$ cat config.mk
export PLATFORM = sky130hd
export DESIGN_NAME = uart_loopback_ctrl
export DESIGN_NICKNAME = d
export VERILOG_FILES = /design/src/rtl/uart_loopback_ctrl.sv
export SDC_FILE = /design/constraint.sdc
export NUM_CORES = 1
export LEC_CHECK = 0
export ABC_AREA = 0
export BUFFER_PORTS_ARGS = -buffer_cell sky130_fd_sc_hd__clkbuf_2
export CAP_MARGIN = 30
export CORE_MARGIN = 4
export CORE_UTILIZATION = 55
export CTS_BUF_LIST = sky130_fd_sc_hd__clkbuf_2
export DETAILED_ROUTE_END_ITERATION = 7
export PLACE_DENSITY_LB_ADDON = 0.12
export SYNTH_ARGS = -nofsm -noshare
export SYNTH_HDL_FRONTEND = slang
export SYNTH_SLANG_ARGS = --single-unit
$ cat constraint.sdc
create_clock -name clk -period 2.9 [get_ports clk]
set_clock_uncertainty 0.2 [all_clocks]
set_input_delay 0.58 -clock clk [delete_from_list [all_inputs] [get_ports clk]]
set_output_delay 0.58 -clock clk [all_outputs]
set_load 0.02 [all_outputs]
$ cat src/rtl/uart_loopback_ctrl.sv
// uart_loopback_ctrl: moves bytes from the uart receive FIFO to the transmit
// FIFO through a selectable transform, in single, burst, auto or pause mode.
// Also exposes status, byte counters and the last raw byte for display logic.
// Optional build macro UART_LOOPBACK_CHECKSUM_EN adds a running XOR checksum
// of every pushed byte on output port chksum.
module uart_loopback_ctrl #(
  parameter int DBIT   = 8,
  parameter int OFFSET = 1,
  parameter int BURST  = 4,
  parameter int BW     = 4,
  parameter int CNT_W  = 16
) (
  input  logic             clk,
  input  logic             reset,
  input  logic             btn_tick,
  input  logic [1:0]       mode,
  input  logic [1:0]       xform,
  input  logic             rx_empty,
  input  logic [DBIT-1:0]  r_data,
  input  logic             tx_full,
  output logic             rd_uart,
  output logic             wr_uart,
  output logic [DBIT-1:0]  w_data,
  output logic [DBIT-1:0]  last_rx,
  output logic [CNT_W-1:0] rx_count,
  output logic [CNT_W-1:0] tx_count,
  output logic             busy,
  output logic             tx_stall,
  output logic             drop
`ifdef UART_LOOPBACK_CHECKSUM_EN
  ,
  output logic [DBIT-1:0]  chksum
`endif
);

  localparam logic [1:0] M_SINGLE = 2'b00;
  localparam logic [1:0] M_BURST  = 2'b01;
  localparam logic [1:0] M_AUTO   = 2'b10;
  localparam logic [1:0] M_PAUSE  = 2'b11;

  typedef enum logic {IDLE = 1'b0, SEND = 1'b1} state_t;

  state_t           state_q, state_d;
  logic             pending_q, pending_d;
  logic [BW-1:0]    burst_q, burst_d;
  logic [1:0]       mode_q, mode_d;
  logic             drop_q, drop_d;
  logic [DBIT-1:0]  w_data_q;
  logic [DBIT-1:0]  last_rx_q;
  logic [CNT_W-1:0] rx_cnt_q;
  logic [CNT_W-1:0] tx_cnt_q;
  logic             mode_chg;
  logic             go;

  // ASCII case swap: only letters flip bit 5; non-8-bit words pass through.
  function automatic logic [DBIT-1:0] case_swap(input logic [DBIT-1:0] d);
    logic [7:0]      b;
    logic [DBIT-1:0] r;
    r = d;
    b = 8'(d);
    if (DBIT == 8) begin
      if ((b >= 8'h41 && b <= 8'h5A) || (b >= 8'h61 && b <= 8'h7A))
        r = DBIT'(b ^ 8'h20);
    end
    return r;
  endfunction

  // Byte transform selected by xform; the add wraps modulo 2^DBIT.
  function automatic logic [DBIT-1:0] xform_f(input logic [DBIT-1:0] d,
                                              input logic [1:0]      sel);
    logic [DBIT-1:0] r;
    case (sel)
      2'b01:   r = d + DBIT'(OFFSET);
      2'b10:   r = ~d;
      2'b11:   r = case_swap(d);
      default: r = d;
    endcase
    return r;
  endfunction

  // Mode is only sampled in IDLE; a differing input there is a mode change,
  // which spends that cycle clearing pending work instead of transferring.
  assign mode_chg = (state_q == IDLE) && (mode != mode_q);
  assign go = !mode_chg &&
              (((mode_q == M_SINGLE) && pending_q) ||
               ((mode_q == M_BURST) && (burst_q != '0)) ||
               (mode_q == M_AUTO));

  // FSM state register.
  always_ff @(posedge clk or negedge reset) begin
    if (!reset) state_q <= IDLE;
    else        state_q <= state_d;
  end

  // FSM next state: pop moves to SEND, a successful push returns to IDLE.
  always_comb begin
    state_d = state_q;
    case (state_q)
      IDLE:    if (rd_uart)  state_d = SEND;
      SEND:    if (!tx_full) state_d = IDLE;
      default: state_d = IDLE;
    endcase
  end

  // FSM outputs: pop strobe in IDLE, push strobe or stall in SEND.
  always_comb begin
    rd_uart  = 1'b0;
    wr_uart  = 1'b0;
    tx_stall = 1'b0;
    case (state_q)
      IDLE: rd_uart = go && !rx_empty;
      SEND: begin
        wr_uart  = !tx_full;
        tx_stall = tx_full;
      end
      default: ;
    endcase
  end

  // Trigger bookkeeping: pending (single), burst_left (burst), drop, mode.
  always_comb begin
    pending_d = pending_q;
    burst_d   = burst_q;
    mode_d    = mode_q;
    drop_d    = drop_q;
    if (mode_chg) begin
      mode_d    = mode;
      pending_d = 1'b0;
      burst_d   = '0;
    end else begin
      if (rd_uart) begin
        if (mode_q == M_SINGLE) pending_d = 1'b0;
        if (mode_q == M_BURST)  burst_d   = burst_q - BW'(1);
      end else if ((state_q == IDLE) && (mode_q == M_BURST) &&
                   (burst_q != '0) && rx_empty) begin
        // Burst aborts rather than waiting for more receive data.
        burst_d = '0;
      end
      if (btn_tick) begin
        case (mode_q)
          M_SINGLE: begin
            // A trigger with nothing to send is dropped, not remembered.
            if (rx_empty)        drop_d    = 1'b1;
            else if (!pending_q) pending_d = 1'b1;
          end
          M_BURST: begin
            burst_d = BW'(BURST);
            if (rx_empty) drop_d = 1'b1;
          end
          default: ;
        endcase
      end
    end
  end

  // Control registers.
  always_ff @(posedge clk or negedge reset) begin
    if (!reset) begin
      pending_q <= 1'b0;
      burst_q   <= '0;
      mode_q    <= M_SINGLE;
      drop_q    <= 1'b0;
    end else begin
      pending_q <= pending_d;
      burst_q   <= burst_d;
      mode_q    <= mode_d;
      drop_q    <= drop_d;
    end
  end

  // Datapath: capture and transform on pop, count pops and pushes.
  always_ff @(posedge clk or negedge reset) begin
    if (!reset) begin
      w_data_q  <= '0;
      last_rx_q <= '0;
      rx_cnt_q  <= '0;
      tx_cnt_q  <= '0;
    end else begin
      if (rd_uart) begin
        last_rx_q <= r_data;
        w_data_q  <= xform_f(r_data, xform);
        rx_cnt_q  <= rx_cnt_q + CNT_W'(1);
      end
      if (wr_uart) tx_cnt_q <= tx_cnt_q + CNT_W'(1);
    end
  end

`ifdef UART_LOOPBACK_CHECKSUM_EN
  logic [DBIT-1:0] chk_q;

  // Running XOR of pushed bytes; a trigger while the mode input is pause clears it.
  always_ff @(posedge clk or negedge reset) begin
    if (!reset)                             chk_q <= '0;
    else if (btn_tick && (mode == M_PAUSE)) chk_q <= '0;
    else if (wr_uart)                       chk_q <= chk_q ^ w_data_q;
  end

  assign chksum = chk_q;
`endif

  assign w_data   = w_data_q;
  assign last_rx  = last_rx_q;
  assign rx_count = rx_cnt_q;
  assign tx_count = tx_cnt_q;
  assign drop     = drop_q;
  assign busy     = (state_q == SEND) || pending_q || (burst_q != '0);

endmodule

==> metrics.log <==
INFO  metric grt_use_met2 = 32.1%
INFO  metric final.min_clock_period = 2.79 ns
INFO  metric n_antenna_cell = 0
INFO  metric floorplan.die.width = 79.8 um
INFO  metric yosysUniqueCellTypes = 40
INFO  metric synth_area = 2830 um2
INFO  metric clock_input_transition_at_the_sequential_cells_of_the_worst_setup_and_hold_paths = 0.17 ns
INFO  metric io_pins = 70
INFO  metric switchingPower = 813 uW
INFO  metric power.share.sequential = 51.8%
INFO  metric final_nets = 382
INFO  metric cp-startpoint = burst_q[0]
INFO  metric via_per_inst = 5.33
INFO  metric grtUsageMet3 = 4.06%
INFO  metric leading_cell_types_by_total_area_after_synthesis = sky130_fd_sc_hd__dfrtp_1 (50%), sky130_fd_sc_hd__xnor2_1 (6.8%), sky130_fd_sc_hd__nand2_1 (6.5%), sky130_fd_sc_hd__xor2_1 (5.6%), sky130_fd_sc_hd__ha_1 (3.1%)
INFO  metric dr_total_vias = 2,292
INFO  metric synth_top_cell_by_area = sky130_fd_sc_hd__dfrtp_1
INFO  metric place_congestion = 0.840
INFO  metric critical_path.top_delay_family = flip-flops
INFO  metric power.share.combinational = 29.3%
INFO  metric tritoncts_clock_tree = built
INFO  metric total_power = 2070 uW
INFO  metric max-cap-violations = 0
INFO  metric dieHeight = 79.8 um
INFO  metric path_buf_inv = 3
INFO  metric flow.area_growth_from_synthesis = 17.8%
INFO  metric gate_count_after_technology_mapping = 280
INFO  metric report.final.slew_viol_count = 0
INFO  metric detailed_place.area = 3240 um2
INFO  metric ir_drop = 0.406 mV
INFO  metric fmax = 0.359 GHz
INFO  metric synthesis.yosys.warnings = 0
INFO  metric p_clk_share = 18.9%
INFO  metric grtUsageMet1 = 27.4%
INFO  metric timing.final.hold_violations = 0
INFO  metric ys_async_sr_fraction = 100%
INFO  metric synth_top_cells_by_count = sky130_fd_sc_hd__dfrtp_1 (57), sky130_fd_sc_hd__nand2_1 (49), sky130_fd_sc_hd__xnor2_1 (22)
INFO  metric top_count_cell_post_synth = sky130_fd_sc_hd__dfrtp_1
INFO  metric post-synth-top-area-fraction = 50.3%
INFO  metric synth_sequential_area_ratio = 50.3%
INFO  metric overflow = 0
INFO  metric tightestPinTransition = 0.712 ns
INFO  metric path_class = flop to output pin
INFO  metric grt_pass1_vias = 2,264
INFO  metric grt_max_degree = 58
INFO  metric fp.dieArea = 6360 um2
INFO  metric final_min_period_over_clock_period = 96.2%
INFO  metric timing.critical_path.cells = inv_1, ha_1, nor3b_4, o22a_1, nand2b_4, inv_1, clkbuf_2
INFO  metric max_stage_delay = 0.43 ns
INFO  metric fp.coreArea = 4850 um2
INFO  metric post_detailed_placement_half_perimeter_wirelength = 4260 um
INFO  metric timing.critical_path.slowest_stage_cell = sky130_fd_sc_hd__dfrtp_1
INFO  metric synth_enable_flop_cells = 0
INFO  metric worst_ep_required_time = 2.12 ns
INFO  metric floorplan.rows = 25
INFO  metric layout-drive-gt1-share = 27.0%
INFO  metric power.internal = 1260 uW
INFO  metric cts_root_buf = sky130_fd_sc_hd__clkbuf_2
INFO  metric synth_flop_cell = sky130_fd_sc_hd__dfrtp_1
INFO  metric critical-path-top-cell-by-count = sky130_fd_sc_hd__inv_1
INFO  metric dpl_worst_slack = 0.557 ns
INFO  metric first_iter_violations = 119
INFO  metric timing.critical_path.from_type = flop
INFO  metric outcome = completed
INFO  metric worst_slew_margin_rel = 52.5%
INFO  metric worst_skew_pair.late_latency = 0.46 ns
INFO  metric initial_antenna_violation_count = 0
INFO  metric firstDrtPassIters = 4
INFO  metric setup_slack = 0.112 ns
INFO  metric worstHoldPathType = input pin to async pin
INFO  metric floorplan.initialDensity = 58.5%
INFO  metric gr-usage-all-layers = 20.5%
INFO  metric setup_tns = 0 ns
INFO  metric worstPathArrival = 2.01 ns
INFO  metric timing.critical_path.fanout_max = 4
INFO  metric route.detailed.drc = 0
INFO  metric report.final.setup_viol = 0
INFO  metric wl_per_cell = 13.7 um
INFO  metric postSynthRegisterBits = 57
INFO  metric leakage = 0.00170 uW
INFO  metric grt_setup_unrepaired = no
INFO  metric synth_nets = 304
INFO  metric power_density = 621 nW/um2
INFO  metric r2r_start = burst_q[0]
INFO  metric syn_avg_cell_area = 10.1 um2
INFO  metric cp-end-kind = output pin
INFO  metric io_buffer_count = 69
INFO  metric switching_share = 39.2%
INFO  metric grt_first_pass_wirelength = 10,200 um
INFO  metric top_usage_layer = met2
INFO  metric numCtsBuffers = 9
INFO  metric htreeDepth = 3
INFO  metric number_of_buffers_between_clock_root_and_the_deepest_sink = 2
INFO  metric drt.antenna.violating_nets = 0
INFO  metric final_cell_area = 3340 um2
INFO  metric cts_num_sinks = 57
INFO  metric wirelength = 5900 um
[worst paths after layout]
| path | cells after the start | to | slack (ns) |
|---|---|---|---|
| worst max register to register | 8 | rx_count[15] | 0.69 |
| worst min-delay path | 2 | tx_count[9] | 0.03 |
| min in group clk | 3 | last_rx[7] | 0.18 |
| worst max-delay path | 7 | rd_uart | 0.11 |
| max in group asynchronous | 2 | w_data[2] | 1.98 |
| worst min register to register | 2 | drop | 0.28 |
[layer usage]
layer  share of wire (%)  up-vias  routed length (um)
li1                    -     1127                   -
met1                  45     1095                2670
met5                   0        -                   0
met3                 6.3        6                 374
met4                0.91        0                  54
met2                  47       64                2800
[metrics by stage]
stage	utilization, %	instances	hold WS (ns)
2_1_floorplan	-	280	0.0844
3_3_place_gp	66.9	413	0.251
3_5_place_dp	66.9	413	0.261
4_1_cts	68.6	429	0.0203
5_1_grt	68.9	430	0.0639
6_report	68.9	430	0.0288
[cell usage in the layout (no fill, tap or decap), types with 2 or more instances in the layout]
cell type and n:
sky130_fd_sc_hd__mux2_2 3, sky130_fd_sc_hd__o31ai_1 2, sky130_fd_sc_hd__nand2b_1 4, sky130_fd_sc_hd__a21oi_1 6
sky130_fd_sc_hd__clkinv_1 2, sky130_fd_sc_hd__xnor2_1 22, sky130_fd_sc_hd__nor3_1 11, sky130_fd_sc_hd__xor2_1 18
sky130_fd_sc_hd__nor2_1 13, sky130_fd_sc_hd__nand4_1 11, sky130_fd_sc_hd__nor2b_1 5, sky130_fd_sc_hd__inv_1 8
sky130_fd_sc_hd__nand3_1 14, sky130_fd_sc_hd__nand2_1 49, sky130_fd_sc_hd__and3_1 4, sky130_fd_sc_hd__buf_4 5
sky130_fd_sc_hd__nand2b_4 2, sky130_fd_sc_hd__clkbuf_2 78, sky130_fd_sc_hd__a31oi_1 6, sky130_fd_sc_hd__and4_1 4
sky130_fd_sc_hd__clkinvlp_4 2, sky130_fd_sc_hd__ha_1 7, sky130_fd_sc_hd__dfrtp_1 57, sky130_fd_sc_hd__o21ai_0 9
sky130_fd_sc_hd__o21ai_2 2, sky130_fd_sc_hd__clkinv_2 3
[power groups by stage]
stage	Combinational (uW)	Clock, uW	Sequential, uW
2_1_floorplan	206	0	1250
3_3_place_gp	603	0	1080
3_5_place_dp	618	0	1090
4_1_cts	616	409	1070
5_1_grt	673	447	1100
6_report	608	392	1070
[state kept, by name (all words and copies together) (netlist names)]
name       cells
pending_q      1
last_rx        8
w_data         8
rx_count      16
state_q        1
burst_q        4
tx_count      16
drop           1
mode_q         2
[worst reg2reg max path, delay by kind of cell (launching register included)]
| kind | cells | cell delay [ns] |
|---|---|---|
| buffers and inverters | 2 | 0.31 |
| adder cells (fa/ha/maj) | 1 | 0.23 |
| AO/OA/AOI/OAI | 1 | 0.22 |
| flip-flops | 1 | 0.43 |
| XOR/XNOR | 1 | 0.17 |
| AND/OR/NAND/NOR | 3 | 0.59 |
[layout make-up]
class / instances / area (um2)
flip-flops and latches: 57 / 1430
inverters: 8 / 30.0
well taps: 67 / 83.8
clock buffers: 9 / 45.0
multi-input cells: 208 / 1330
clock inverters: 7 / 37.5
repair buffers: 74 / 383
fillers: 432 / 1510
[what timing repair did]
action,4_1_cts,5_1_grt
endpoints found under the setup margin,0,1
buffers inserted,0,1
resized for setup,0,1
hold buffers,0,0
[cell families (layout without fill, tap and decap cells)]
group           Yosys count  after routing  share of synthesized area, %
flops                    57             57                          50.3
fa+ha+maj                 7              7                          3.09
simple gates            125            125                          22.6
buf+inv                  15             98                          2.83
xor+xnor                 40             40                          12.4
compound gates           32             32                          7.20
mux                       4              4                          1.55
Note: power is estimated with default switching activity, not from simulation.
